**config.mk**
```make
export PLATFORM = sky130hd
export DESIGN_NAME = transpose_chunk_sched
export DESIGN_NICKNAME = d
export VERILOG_FILES = /design/src/rtl/transpose_pkg.sv /design/src/rtl/chunk_addr_gen.sv /design/src/rtl/transpose_chunk_sched.sv
export SDC_FILE = /design/constraint.sdc
export NUM_CORES = 1
export LEC_CHECK = 0
export CORE_UTILIZATION = 53
export CTS_BUF_LIST = sky130_fd_sc_hd__clkbuf_16
export CTS_CLUSTER_DIAMETER = 120
export DETAILED_ROUTE_END_ITERATION = 8
export PLACE_DENSITY = 0.88
export REMOVE_ABC_BUFFERS = 1
export SYNTH_ARGS = -nofsm -noshare
export SYNTH_HDL_FRONTEND = slang
export SYNTH_SLANG_ARGS = --single-unit
```
**constraint.sdc**
```tcl
create_clock -name clk -period 6.14 [get_ports clk]
set_clock_uncertainty 0.15 [all_clocks]
set_input_delay 1.535 -clock clk [delete_from_list [all_inputs] [get_ports clk]]
set_output_delay 1.535 -clock clk [all_outputs]
set_load 0.01 [all_outputs]
```
**src/rtl/transpose_pkg.sv**
```systemverilog
// transpose_pkg: FSM states and size helpers for the chunked transpose sequencer.
// Ports: none (package).
package transpose_pkg;

  typedef enum logic [2:0] {
    S_IDLE,
    S_RD,
    S_RD_WAIT,
    S_WR,
    S_FIN
  } state_t;

  function automatic int log2(input int v);
    int r;
    r = 0;
    for (int i = 0; i < 31; i++)
      if ((1 << i) < v) r = i + 1;
    return r;
  endfunction

  // Width of a counter indexing v items; never zero.
  function automatic int wid(input int v);
    return (log2(v) > 0) ? log2(v) : 1;
  endfunction

  function automatic int row_inc(input int dw, input int as);
    return dw * as / 8;
  endfunction

  function automatic int chunk_bytes(input int dw, input int cs);
    return dw * cs / 8;
  endfunction

  function automatic int nch(input int as, input int cs);
    return as / cs;
  endfunction

endpackage

```
**src/rtl/chunk_addr_gen.sv**
```systemverilog
// chunk_addr_gen: combinational source/destination row byte address.
// Ports: base, ci, cj, r, transpose in; src_addr, dst_addr out.
module chunk_addr_gen
  import transpose_pkg::*;
#(
  parameter int DATA_WIDTH = 64,
  parameter int ARR_SIZE   = 8,
  parameter int ADDR_WIDTH = 64,
  parameter int CHUNK_SIZE = 4
) (
  input  logic [ADDR_WIDTH-1:0] base,
  input  logic [wid(nch(ARR_SIZE, CHUNK_SIZE))-1:0] ci,
  input  logic [wid(nch(ARR_SIZE, CHUNK_SIZE))-1:0] cj,
  input  logic [wid(CHUNK_SIZE)-1:0] r,
  input  logic transpose,
  output logic [ADDR_WIDTH-1:0] src_addr,
  output logic [ADDR_WIDTH-1:0] dst_addr
);

  localparam int RS  = log2(row_inc(DATA_WIDTH, ARR_SIZE));
  localparam int CBS = log2(chunk_bytes(DATA_WIDTH, CHUNK_SIZE));
  localparam int CRS = log2(CHUNK_SIZE) + RS;

  logic [ADDR_WIDTH-1:0] off_r;
  logic [ADDR_WIDTH-1:0] di;
  logic [ADDR_WIDTH-1:0] dj;

  always_comb begin
    off_r = ADDR_WIDTH'(r) << RS;
    di = transpose ? ADDR_WIDTH'(cj) : ADDR_WIDTH'(ci);
    dj = transpose ? ADDR_WIDTH'(ci) : ADDR_WIDTH'(cj);
    src_addr = base
             + (ADDR_WIDTH'(ci) << CRS)
             + (ADDR_WIDTH'(cj) << CBS)
             + off_r;
    dst_addr = base
             + (di << CRS)
             + (dj << CBS)
             + off_r;
  end

endmodule

```
**src/rtl/transpose_chunk_sched.sv**
```systemverilog
// transpose_chunk_sched: walks chunks, issues row reads then row writes per chunk.
// Ports: start/transpose/base_addr, busy/done, rd_*/wr_* request ports, row_idx; perf_* with TRANSPOSE_SCHED_PERF_EN.
module transpose_chunk_sched
  import transpose_pkg::*;
#(
  parameter int DATA_WIDTH = 64,
  parameter int ARR_SIZE   = 8,
  parameter int ADDR_WIDTH = 64,
  parameter int CHUNK_SIZE = 4
) (
  input  logic clk,
  input  logic rst,
  input  logic start,
  input  logic transpose,
  input  logic [ADDR_WIDTH-1:0] base_addr,
  output logic busy,
  output logic done,
  output logic rd_valid,
  input  logic rd_ready,
  output logic [ADDR_WIDTH-1:0] rd_addr,
  input  logic rd_data_valid,
  output logic wr_valid,
  input  logic wr_ready,
  output logic [ADDR_WIDTH-1:0] wr_addr,
  output logic [wid(CHUNK_SIZE)-1:0] row_idx
`ifdef TRANSPOSE_SCHED_PERF_EN
  ,
  output logic [31:0] perf_cycles,
  output logic [31:0] perf_stalls
`endif
);

  localparam int NCH = nch(ARR_SIZE, CHUNK_SIZE);
  localparam int CW  = wid(NCH);
  localparam int RW  = wid(CHUNK_SIZE);
  localparam int NW  = log2(CHUNK_SIZE) + 1;
  localparam logic [CW-1:0] CLAST = CW'(NCH - 1);
  localparam logic [RW-1:0] RLAST = RW'(CHUNK_SIZE - 1);
  localparam logic [NW-1:0] NFULL = NW'(CHUNK_SIZE);

  state_t state, state_n;
  logic [CW-1:0] ci, ci_n, cj, cj_n;
  logic [RW-1:0] row_n;
  logic [NW-1:0] ret, ret_n;
  logic [ADDR_WIDTH-1:0] base_q, base_n;
  logic tr_q, tr_n;
  logic busy_n, done_n, rd_valid_n, wr_valid_n;
  logic [ADDR_WIDTH-1:0] rd_addr_n, wr_addr_n;
  logic [ADDR_WIDTH-1:0] src, dst;
  logic ld_rd, ld_wr, ret_inc, ret_full;
  logic rd_hs, wr_hs;

  // Addresses are formed from next-cycle indices so they register alongside valid.
  chunk_addr_gen #(
    .DATA_WIDTH(DATA_WIDTH),
    .ARR_SIZE  (ARR_SIZE),
    .ADDR_WIDTH(ADDR_WIDTH),
    .CHUNK_SIZE(CHUNK_SIZE)
  ) u_addr (
    .base     (base_n),
    .ci       (ci_n),
    .cj       (cj_n),
    .r        (row_n),
    .transpose(tr_n),
    .src_addr (src),
    .dst_addr (dst)
  );

  always_ff @(posedge clk) begin
    if (rst) begin
      state    <= S_IDLE;
      ci       <= '0;
      cj       <= '0;
      row_idx  <= '0;
      ret      <= '0;
      base_q   <= '0;
      tr_q     <= 1'b0;
      busy     <= 1'b0;
      done     <= 1'b0;
      rd_valid <= 1'b0;
      wr_valid <= 1'b0;
      rd_addr  <= '0;
      wr_addr  <= '0;
    end else begin
      state    <= state_n;
      ci       <= ci_n;
      cj       <= cj_n;
      row_idx  <= row_n;
      ret      <= ret_n;
      base_q   <= base_n;
      tr_q     <= tr_n;
      busy     <= busy_n;
      done     <= done_n;
      rd_valid <= rd_valid_n;
      wr_valid <= wr_valid_n;
      rd_addr  <= rd_addr_n;
      wr_addr  <= wr_addr_n;
    end
  end

  always_comb begin
    state_n    = state;
    ci_n       = ci;
    cj_n       = cj;
    row_n      = row_idx;
    base_n     = base_q;
    tr_n       = tr_q;
    busy_n     = busy;
    done_n     = 1'b0;
    rd_valid_n = rd_valid;
    wr_valid_n = wr_valid;
    ld_rd      = 1'b0;
    ld_wr      = 1'b0;
    rd_hs      = rd_valid && rd_ready;
    wr_hs      = wr_valid && wr_ready;
    // Returns beyond a full chunk are spurious and dropped.
    ret_inc    = rd_data_valid && (state != S_IDLE)
              && (state != S_FIN) && (ret != NFULL);
    ret_n      = ret + NW'(ret_inc);
    ret_full   = (ret_n == NFULL);

    unique case (state)
      S_IDLE: begin
        if (start) begin
          state_n    = S_RD;
          base_n     = base_addr;
          tr_n       = transpose;
          ci_n       = '0;
          cj_n       = '0;
          row_n      = '0;
          ret_n      = '0;
          busy_n     = 1'b1;
          rd_valid_n = 1'b1;
          ld_rd      = 1'b1;
        end
      end
      S_RD: begin
        if (rd_hs) begin
          if (row_idx == RLAST) begin
            row_n      = '0;
            rd_valid_n = 1'b0;
            if (ret_full) begin
              state_n    = S_WR;
              wr_valid_n = 1'b1;
              ld_wr      = 1'b1;
            end else begin
              state_n = S_RD_WAIT;
            end
          end else begin
            row_n = row_idx + 1'b1;
            ld_rd = 1'b1;
          end
        end
      end
      S_RD_WAIT: begin
        if (ret_full) begin
          state_n    = S_WR;
          wr_valid_n = 1'b1;
          ld_wr      = 1'b1;
        end
      end
      S_WR: begin
        if (wr_hs) begin
          if (row_idx == RLAST) begin
            row_n      = '0;
            ret_n      = '0;
            wr_valid_n = 1'b0;
            if (ci == CLAST && cj == CLAST) begin
              state_n = S_FIN;
              busy_n  = 1'b0;
              done_n  = 1'b1;
            end else begin
              state_n    = S_RD;
              rd_valid_n = 1'b1;
              ld_rd      = 1'b1;
              if (cj == CLAST) begin
                cj_n = '0;
                ci_n = ci + 1'b1;
              end else begin
                cj_n = cj + 1'b1;
              end
            end
          end else begin
            row_n = row_idx + 1'b1;
            ld_wr = 1'b1;
          end
        end
      end
      S_FIN: state_n = S_IDLE;
      default: state_n = S_IDLE;
    endcase

    rd_addr_n = ld_rd ? src : rd_addr;
    wr_addr_n = ld_wr ? dst : wr_addr;
  end

`ifdef TRANSPOSE_SCHED_PERF_EN
  logic stall;
  assign stall = (rd_valid && !rd_ready)
              || (wr_valid && !wr_ready);

  always_ff @(posedge clk) begin
    if (rst) begin
      perf_cycles <= '0;
      perf_stalls <= '0;
    end else if (state == S_IDLE && start) begin
      perf_cycles <= '0;
      perf_stalls <= '0;
    end else begin
      if (busy && perf_cycles != '1)
        perf_cycles <= perf_cycles + 1'b1;
      if (stall && perf_stalls != '1)
        perf_stalls <= perf_stalls + 1'b1;
    end
  end
`endif

endmodule
```
==> impl_metrics.tcl <==
set metrics [dict create \
    yosys-top-cells-area "dfxtp_1 (37%), nand2_1 (7.2%), mux2i_1 (6.0%)" \
    hold_start "rd_addr[11]" \
    synth.most_common_cell "nand2_1" \
    grt_pass1_vias 11900 \
    tightest_slew_ns 1.13 \
    worst_r2r_path_depth 15 \
    holdPathStages 2 \
    internal_power_mw 2.59 \
    outcome "finished, violations left" \
    clock_sinks 207 \
    drt_iter0_drc 1713 \
    hold_viol_final 0 \
    fillers 1702 \
    firstDrtPassIters 8 \
    nets 1700 \
    n_antenna_cell 0 \
    reg2reg_to "wr_addr[41]" \
    ys_seq_elements 207 \
    clkPwrFrac_pct 40.5 \
    seq_power_share_pct 41.1 \
    hold_buffers 0 \
    switching_power_mw 1.07 \
    yosysUniqueCellTypes 65 \
    wirelength_um 42500 \
    htreeDepth 1 \
    worstSetupEndpointType "register" \
    switching_share_pct 29.2 \
    design_area_um2 14500 \
    ios 205 \
    synth-main-ff-cell "dfxtp_1" \
    vias 12800 \
    synth-edff-count 0 \
    wl_per_cell_um 22.3 \
    drt-vias-per-instance 6.70 \
    yosysSeqAreaShare_pct 36.6 \
    antenna_left 0 \
    drc_errors 1 \
    syn_inst 1444 \
    antenna_found_initial 0 \
    hold_path_end "rd_addr[11]" \
    rows 53 \
    ys_warn_count 0 \
    gr-total-overflow 0 \
    grt_max_degree 99 \
    combPwrFrac_pct 18.4 \
    synth_top_area_cell "dfxtp_1" \
    gp_congestion 0.993 \
    fin_crit_sh_pct 86.7 \
    cts_setup_buffers 0 \
    p_leak_nw 5.01 \
    placed_area_um2 13700 \
    setup_viol 0 \
    insertion_delay_ns 0.53 \
    finalCriticalPeriod_ns 5.32 \
    die_h_um 148 \
    core_um2 21000 \
    power.density_nw_per_um2 252 \
    rrSetupSlack_ns 1.54 \
    portBuffers 204 \
    rsz0062_at_grt "no" \
    cts_tree "built" \
    synth_area_um2 11300 \
    critPathLaunchType "input port" \
    syn_area_per_cell_um2 7.85 \
    die-area_um2 22000 \
    synthArstFlopShare_pct 0 \
    syn2layout_area_growth_pct 27.8 \
    cp.required_ns 6.37 \
    initial_core_util_pct 53.9 \
    vdd_drop_max_uv 164 \
    dp_hpwl_um 30200 \
    post_cts_resized 0 \
    synth_top_area_share_pct 36.6 \
    die_width_um 148 \
    cts_made_buffers 23 \
    fin_tns_setup_ns 0 \
    gr-usage-all-layers_pct 38.0 \
    reg2reg_from "state[0]" \
    violations "design-rule violations" \
    fmax_mhz 188 \
    grt_pass1_wl_um 65400 \
    crit_arrival_ns 5.55 \
    min_path_type "reg -> reg" \
    layout-drive-gt1-share_pct 6.31 \
    max-cap-violations 0 \
    ctsLongestPathBuffers 3 \
    synthTopCellsByCount "nand2_1 (218), dfxtp_1 (207), nor2_1 (140)" \
    cts_root_buffer "clkbuf_16" \
    cts.clk_slew.worst_paths_ns 0.06 \
    path_class "in -> reg" \
    cp_max_fo 9 \
    slew_violations 0 \
    relSlewSlack_pct 24.9 \
]
## per-stage QoR
step	cells	setup WS (ns)	hold WS, ns	power, mW	utilization [%]
floorplan	1352	-6.07	0.288	1.88	-
global placement	1867	0.644	0.289	2.17	65.1
detailed placement	1867	0.499	0.294	2.18	65.1
CTS	1907	1.00	0.303	3.64	68.9
global route	1907	0.648	0.319	3.76	68.9
finish	1907	0.819	0.299	3.65	68.9
## per-layer routing
| metal | track usage, % | wire length, µm |
|---|---|---|
| met5 | 0 | 0 |
| met4 | 19.8 | 2370 |
| met3 | 6.66 | 4610 |
| met2 | 60.8 | 19200 |
| met1 | 49.0 | 16300 |
## power by group through the flow
| stage | clock [mW] | combinational (mW) | sequential [mW] |
|---|---|---|---|
| finish | 1.48 | 0.673 | 1.50 |
| global route | 1.54 | 0.718 | 1.51 |
| CTS | 1.48 | 0.658 | 1.50 |
| detailed placement | 0 | 0.654 | 1.52 |
| global placement | 0 | 0.642 | 1.52 |
| floorplan | 0 | 0.360 | 1.52 |
## area by class of cell
type / count / area [µm²] / share of cell area [%]
Clock buffer: 23 / 576 / 3.98
Clock inverter: 17 / 216 / 1.50
Inverter: 19 / 72.6 / 0.501
Multi-Input combinational cell: 1126 / 6790 / 46.9
Sequential cell: 207 / 4140 / 28.6
Tap cell: 275 / 344 / 2.38
Timing Repair Buffer: 240 / 2330 / 16.1
## cell families (layout without fill, tap and decap cells)
kind of cell             count (synthesis)  after routing  share of synthesized area, %
multiplexers                            80             80                          7.20
AND/OR/NAND/NOR                        709            709                          30.5
XOR/XNOR                                49             49                          3.79
AO/OA/AOI/OAI                          276            276                          16.7
buffers and inverters                  111            299                          3.81
flip-flops                             207            207                          36.6
adder cells (fa/ha/maj)                 12             12                          1.46
## critical path, stage by stage
cell and delay [ns]:
clkdlybuf4s50_1 0.54, nor4b_4 0.52, mux2i_1 0.39, mux2_2 0.21, ha_1 0.18, inv_1 0.06
fa_1 0.41, nor2b_1 0.16, o21ai_0 0.19, a222oi_1 0.48, buf_4 0.25, nand4_1 0.12
mux2i_1 0.34, o21ai_0 0.15
## worst max path at each step
stage / startpoint / endpoint / slack (ns) / depth (start not counted)
after global placement: start / wr_addr[41] / 0.64 / 14
after detailed placement: start / wr_addr[41] / 0.50 / 14
after CTS: start / wr_addr[41] / 1.00 / 14
after global routing: start / wr_addr[41] / 0.65 / 14
after floorplan: start / wr_addr[41] / -6.07 / 9
final: start / wr_addr[41] / 0.82 / 14
## cell usage in the layout, fill, tap and decap left out, drive strengths merged, types with 6 or more instances in the layout
| cell type | Yosys | routed |
|---|---|---|
| and2 | 16 | 16 |
| a211oi | 21 | 21 |
| o21a | 6 | 6 |
| o21ai | 37 | 37 |
| nand2 | 218 | 218 |
| xnor2 | 23 | 23 |
| nand3 | 95 | 95 |
| a21oi | 69 | 69 |
| nor4 | 48 | 48 |
| clkinv | 0 | 9 |
| o211ai | 33 | 33 |
| dfxtp | 207 | 207 |
| mux2 | 12 | 12 |
| and4 | 11 | 11 |
| and3 | 20 | 20 |
| clkdlybuf4s50 | 0 | 203 |
| xor2 | 26 | 26 |
| nor2 | 140 | 140 |
| buf | 23 | 37 |
| mux2i | 68 | 68 |
| a311o | 10 | 10 |
| or4 | 16 | 16 |
| a21o | 9 | 9 |
| a22oi | 6 | 6 |
| o221ai | 15 | 15 |
| nor3 | 55 | 55 |
| nand4 | 57 | 57 |
| o22ai | 20 | 20 |
| inv | 19 | 19 |
| clkbuf | 69 | 23 |
| ha | 10 | 10 |
## registers in the layout, indices dropped and copies added, names as in the netlist, 2 cells and up
register / cells
base_q: 64
rd_addr: 64
wr_addr: 64
ret: 3
state: 3
row_idx: 2
No activity file was read; power rests on OpenSTA's default activity.
